[config.mk]
export PLATFORM = sky130hd
export DESIGN_NAME = mf_cen_nco_bank
export DESIGN_NICKNAME = d
export VERILOG_FILES = /design/src/rtl/mf_cen_nco_bank.sv
export SDC_FILE = /design/constraint.sdc
export NUM_CORES = 2
export LEC_CHECK = 0
export ABC_AREA = 1
export ABC_CLOCK_PERIOD_IN_PS = 23200
export CORE_MARGIN = 5
export CORE_UTILIZATION = 60
export CTS_CLUSTER_SIZE = 30
export DETAILED_ROUTE_END_ITERATION = 8
export PLACE_DENSITY = 0.77
export SETUP_SLACK_MARGIN = 0.15
export SYNTH_ARGS = -nofsm -noshare
export SYNTH_HDL_FRONTEND = slang
export SYNTH_SLANG_ARGS = --single-unit
[constraint.sdc]
create_clock -name refclk -period 23.2 [get_ports refclk]
set_clock_uncertainty 0.2 [all_clocks]
set_input_delay 6.96 -clock refclk [delete_from_list [all_inputs] [get_ports refclk]]
set_output_delay 6.96 -clock refclk [all_outputs]
set_load 0.03 [all_outputs]
[src/rtl/mf_cen_nco_bank.sv]
// mf_cen_nco_bank
//   Bank of NUM_CH fractional clock-enable generators (NCOs) on one reference
//   clock. Each channel adds a programmable increment to a phase accumulator
//   every cycle. It emits a one-cycle cen pulse on accumulator wrap and a
//   square wave taken from the accumulator MSB.
//   Channels are retuned and re-phased through a valid/ready config port.
//   After every commit a settle counter holds `locked` low.
//
// Ports
//   refclk     reference clock, all state on its rising edge
//   rst        asynchronous active-high reset
//   cfg_valid  configuration request (held until cfg_ready)
//   cfg_ready  configuration can be accepted (only while locked)
//   cfg_ch     target channel; values >= NUM_CH select nothing
//   cfg_all    1 = load every channel on the same edge (phase-aligned restart)
//   cfg_en     channel run enable
//   cfg_inc    phase increment; f_cen = f_refclk * inc / 2^ACC_W
//   cfg_phase  accumulator load value
//   cen        per-channel one-cycle enable pulse (registered carry)
//   outclk     per-channel square wave (registered accumulator MSB)
//   locked     configuration settled

// One NCO channel. The load has priority over normal stepping. On the load
// edge cen is forced low, so the first pulse always comes from the new
// settings.
module mf_cen_nco_lane #(
  parameter int ACC_W = 32
) (
  input  logic             refclk,
  input  logic             rst,
  input  logic             load,
  input  logic             ld_en,
  input  logic [ACC_W-1:0] ld_inc,
  input  logic [ACC_W-1:0] ld_phase,
  output logic             cen,
  output logic             outclk
);
  logic [ACC_W-1:0] acc;
  logic [ACC_W-1:0] inc;
  logic             en;
  logic [ACC_W:0]   sum;

  // The extra top bit is the wrap carry that becomes cen.
  assign sum = {1'b0, acc} + {1'b0, inc};

  always_ff @(posedge refclk or posedge rst) begin
    if (rst) begin
      acc    <= '0;
      inc    <= '0;
      en     <= 1'b0;
      cen    <= 1'b0;
      outclk <= 1'b0;
    end else if (load) begin
      acc    <= ld_phase;
      inc    <= ld_inc;
      en     <= ld_en;
      cen    <= 1'b0;
      // Show the start phase right away, so that with inc=0 the output
      // sits at the phase MSB from the load edge on.
      outclk <= ld_en & ld_phase[ACC_W-1];
    end else if (en) begin
      acc    <= sum[ACC_W-1:0];
      cen    <= sum[ACC_W];
      outclk <= sum[ACC_W-1];
    end else begin
      cen    <= 1'b0;
      outclk <= 1'b0;
    end
  end
endmodule

module mf_cen_nco_bank #(
  parameter int NUM_CH     = 6,
  parameter int ACC_W      = 32,
  parameter int SETTLE_CYC = 16
) (
  input  logic              refclk,
  input  logic              rst,
  input  logic              cfg_valid,
  output logic              cfg_ready,
  input  logic [3:0]        cfg_ch,
  input  logic              cfg_all,
  input  logic              cfg_en,
  input  logic [ACC_W-1:0]  cfg_inc,
  input  logic [ACC_W-1:0]  cfg_phase,
  output logic [NUM_CH-1:0] cen,
  output logic [NUM_CH-1:0] outclk,
  output logic              locked
);
  localparam int CNT_W = (SETTLE_CYC > 1) ? $clog2(SETTLE_CYC) : 1;
  localparam logic [CNT_W-1:0] CNT_INIT = CNT_W'(SETTLE_CYC - 1);

  localparam logic [1:0] ST_LOCKED = 2'd0;
  localparam logic [1:0] ST_APPLY  = 2'd1;
  localparam logic [1:0] ST_SETTLE = 2'd2;

  typedef struct packed {
    logic             all;
    logic [3:0]       ch;
    logic             en;
    logic [ACC_W-1:0] inc;
    logic [ACC_W-1:0] phase;
  } cfg_t;

  logic [1:0]       state;
  logic [CNT_W-1:0] cnt;
  cfg_t             held;
  logic [NUM_CH-1:0] load;

  // The status outputs are pure decodes of the state register. No input
  // reaches an output without passing through a flop.
  assign cfg_ready = (state == ST_LOCKED);
  assign locked    = (state == ST_LOCKED);

  always_ff @(posedge refclk or posedge rst) begin
    if (rst) begin
      state <= ST_SETTLE;
      cnt   <= CNT_INIT;
      held  <= '0;
    end else begin
      case (state)
        ST_LOCKED: begin
          if (cfg_valid) begin
            held  <= '{all: cfg_all, ch: cfg_ch, en: cfg_en,
                       inc: cfg_inc, phase: cfg_phase};
            state <= ST_APPLY;
          end
        end
        ST_APPLY: begin
          // The channels load on this edge (see load[] below).
          state <= ST_SETTLE;
          cnt   <= CNT_INIT;
        end
        ST_SETTLE: begin
          if (cnt == '0) state <= ST_LOCKED;
          else           cnt   <= cnt - 1'b1;
        end
        default: begin
          state <= ST_SETTLE;
          cnt   <= CNT_INIT;
        end
      endcase
    end
  end

  // An out-of-range cfg_ch matches no index. That request is still
  // accepted and settled, but it touches no channel.
  for (genvar g = 0; g < NUM_CH; g++) begin : g_ch
    assign load[g] = (state == ST_APPLY) && (held.all || (held.ch == 4'(g)));

    mf_cen_nco_lane #(.ACC_W(ACC_W)) u_lane (
      .refclk   (refclk),
      .rst      (rst),
      .load     (load[g]),
      .ld_en    (held.en),
      .ld_inc   (held.inc),
      .ld_phase (held.phase),
      .cen      (cen[g]),
      .outclk   (outclk[g])
    );
  end
endmodule
==> qor.yml <==
global_routing:
  track_usage_pct: 34.9
  grt_pass1_wl_um: 162000
  gr-total-overflow: 0
  grt_max_degree: 126
  antenna_found_initial: 6
  grt_pass1_vias: 28700
worst_setup_path:
  timing.critical_path.max_delay_family: "buffers and inverters"
  crit_top_cell: "sky130_fd_sc_hd__buf_4"
  critical_path.cell_chain: "clkdlybuf4s50_1 -> inv_8 -> buf_4 -> buf_4"
  arrival_ns: 9.84
  cpPeakStageDelay_ns: 0.86
  crit_path_start_kind: "input port"
  cp_max_fo: 125
  critical_path.slowest_cell: "sky130_fd_sc_hd__buf_4"
  worst-setup-path-type: "in2async"
  number_of_buffers_and_inverters_on_the_critical_path: 4
  cp_data_required_time_ns: 23.59
  cp-end-kind: "asynchronous set/reset pin"
clock_tree:
  post_cts_setup_driven_buffer_insertion_count: 0
  cts_buffer_depth: 3
  numClockSinks: 478
  cts-htree-levels: 2
  cts_resized: 0
  holdBufCountCts: 0
  clock_latency_late_sink_ns: 0.62
  tritoncts_clock_tree: "built"
  clockRootBuffer: "sky130_fd_sc_hd__clkbuf_16"
  cts_made_buffers: 52
  path_clk_slew_ns: 0.06
routing:
  detailedRoute.firstPassIterationCount: 8
  dr_total_vias: 31100
  route.detailed.wl_per_inst_um: 18.5
  detail_route.drc_violations: 0
  wirelength_um: 106000
  dr.first_iter.drc_count: 3277
  post_drt_via_cell_ratio: 5.45
  antenna_viol_nets_final: 0
yosys:
  commonest_cells_in_the_netlist: "sky130_fd_sc_hd__nand2_1, sky130_fd_sc_hd__inv_1, sky130_fd_sc_hd__dfrtp_1"
  synth.avg_cell_area_um2: 6.65
  number_of_flops_mapped_to_enable_cells_by_yosys: 0
  synth_async_sr_flop_share_pct: 100
  postSynthNetCount: 5202
  syn_area_um2: 32800
  ys.flop_type: "sky130_fd_sc_hd__dfrtp_1"
  netlist_instances: 4930
  synth_top_cell_area_share_pct: 36.1
  post-synth-top-area-cell: "sky130_fd_sc_hd__dfrtp_1"
  synth_top_cells_by_area: "sky130_fd_sc_hd__dfrtp_1, sky130_fd_sc_hd__nand2_1, sky130_fd_sc_hd__inv_1"
  ys_seq_area_share_pct: 36.5
  cell_with_the_most_instances_after_synthesis: "sky130_fd_sc_hd__nand2_1"
  flop_and_latch_count_out_of_synthesis: 478
  yosys.cell_types.count: 40
  ys.warnings.count: 0
sta:
  fin_tns_setup_ns: 0
  timing.max_slew.rel_slack_pct: 20.2
  finalHoldWorstSlack_ns: 0.289
  setup_repair_after_global_routing_missed_its_margin: "no"
  hold_violations: 0
  timing.fmax_ghz: 0.106
  fin_crit_sh_pct: 40.7
  timing.final.setup_violations: 0
  slew_violations: 0
  max_slew.worst_pin.slew_ns: 1.20
  layout_min_cycle_time_ns: 9.45
placed_design:
  io_buffer_count: 86
  place.gp.congestion: 1.04
  post-dp-hpwl_um: 73600
power_and_ir_drop:
  power_per_cell_area_nw_per_um2: 154
  sequentialPowerShare_pct: 26.9
  vdd_drop_max_uv: 91.3
  combPwrFrac_pct: 57.1
  leakagePower_nw: 20.4
  p_sw_share_pct: 50.4
  p_sw_w: 0.00277
  p_clk_share_pct: 16.0
  internal_power_w: 0.00273
floorplanning:
  die_area_um2: 59400
  core.rowCount: 85
  die-width_um: 244
  start_util_pct: 60.7
  die_y_um: 244
  core_area_um2: 54000
  io-pin-count: 87
finish:
  area_growth_syn_to_layout_pct: 9.06
  final_nets: 5233
  share_of_cells_above_drive_strength_1_pct: 2.58
  n_fill_cell: 5136
flow_run:
  drv.max_cap_violation_count: 0
status:
  status: "finished clean"
min_path:
  holdCritPathClass: "reg2reg"
==> area by class of cell <==
cell class	count	area [um^2]	share of cell area, %
clock inverter	23	305	0.854
multi-input combinational	3526	17100	47.9
sequential	478	12000	33.5
clock buffer	72	1490	4.16
inverter	804	3030	8.47
timing repair buffer	99	958	2.68
tap	696	871	2.44
antenna	9	22.5	0.0630
==> power groups by stage <==
stage / logic, W / clock network, W / registers (W)
floorplan: 0.00221 / 0 / 0.00139
global placement: 0.00300 / 0 / 0.00147
detailed placement: 0.00305 / 0 / 0.00148
CTS: 0.00307 / 0.000886 / 0.00147
global route: 0.00350 / 0.000923 / 0.00152
finish: 0.00315 / 0.000879 / 0.00148
==> cell usage in the layout, fill, tap and decap left out, types with 24 or more instances in the layout <==
master,n
sky130_fd_sc_hd__nand3b_1,41
sky130_fd_sc_hd__nand2_1,1997
sky130_fd_sc_hd__nand3_1,269
sky130_fd_sc_hd__xnor2_1,52
sky130_fd_sc_hd__o221ai_1,30
sky130_fd_sc_hd__clkdlybuf4s50_1,86
sky130_fd_sc_hd__ha_1,193
sky130_fd_sc_hd__dfrtp_1,473
sky130_fd_sc_hd__a21oi_1,142
sky130_fd_sc_hd__o21ai_0,374
sky130_fd_sc_hd__inv_1,793
sky130_fd_sc_hd__clkbuf_16,54
sky130_fd_sc_hd__o21bai_1,44
sky130_fd_sc_hd__nor2_1,239
sky130_fd_sc_hd__nor3_1,24
==> sequential cells by signal, indices dropped and copies added, names as in the netlist <==
| register | flops |
|---|---|
| g_ch.u_lane.cen | 6 |
| state | 2 |
| held | 70 |
| g_ch.u_lane.outclk | 6 |
| cnt | 4 |
| g_ch.u_lane.acc | 192 |
| g_ch.u_lane.inc | 192 |
| g_ch.u_lane.en | 6 |
==> through the flow <==
step	util [%]	total power (W)	worst slack, ns	area (um^2)	std cells
2_1_floorplan	-	0.00360	2.71	32800	4930
3_3_place_gp	62.8	0.00446	13.04	33900	5603
3_5_place_dp	62.8	0.00453	13.02	33900	5603
4_1_cts	66.1	0.00543	13.67	35700	5698
5_1_grt	66.2	0.00594	13.34	35700	5700
6_report	66.2	0.00551	13.75	35800	5707
==> cells by family after synthesis <==
logic type	count (synthesis)	share of synthesized area (%)
simple gates	2623	32.1
buf+inv	926	11.3
compound gates	638	10.6
flops	478	36.5
fa+ha+maj	199	7.73
xor+xnor	66	1.76
==> tightest hold or removal path, cell delays in order, from the launching register on <==
cell and delay, ns:
sky130_fd_sc_hd__dfrtp_1 0.35, sky130_fd_sc_hd__nand2_1 0.05, sky130_fd_sc_hd__nand3_1 0.06
==> per-layer routing <==
metal  track usage, %  vias to the layer above  wire length (um)
met5                0                        -                 0
met2             50.6                     1168             43300
met1             50.6                    14300             46800
met4             14.5                        0              4680
li1                 -                    15400                 -
met3             8.12                      200             10800
==> worst paths after layout <==
kind | to | cells past startpoint | from | slack [ns]
max in group refclk | cfg_ready | 2 | state[0] | 14.03
min | g_ch[2].u_lane.acc[0] | 2 | g_ch[2].u_lane.acc[0] | 0.29
min in group asynchronous | g_ch[3].u_lane.acc[7] | 2 | rst | 6.71
min reg2reg | g_ch[2].u_lane.acc[0] | 2 | g_ch[2].u_lane.acc[0] | 0.29
max | g_ch[5].u_lane.acc[23] | 4 | rst | 13.75
max reg2reg | g_ch[0].u_lane.acc[25] | 9 | held[67] | 19.61
Note: power is estimated with default switching activity, not from simulation.
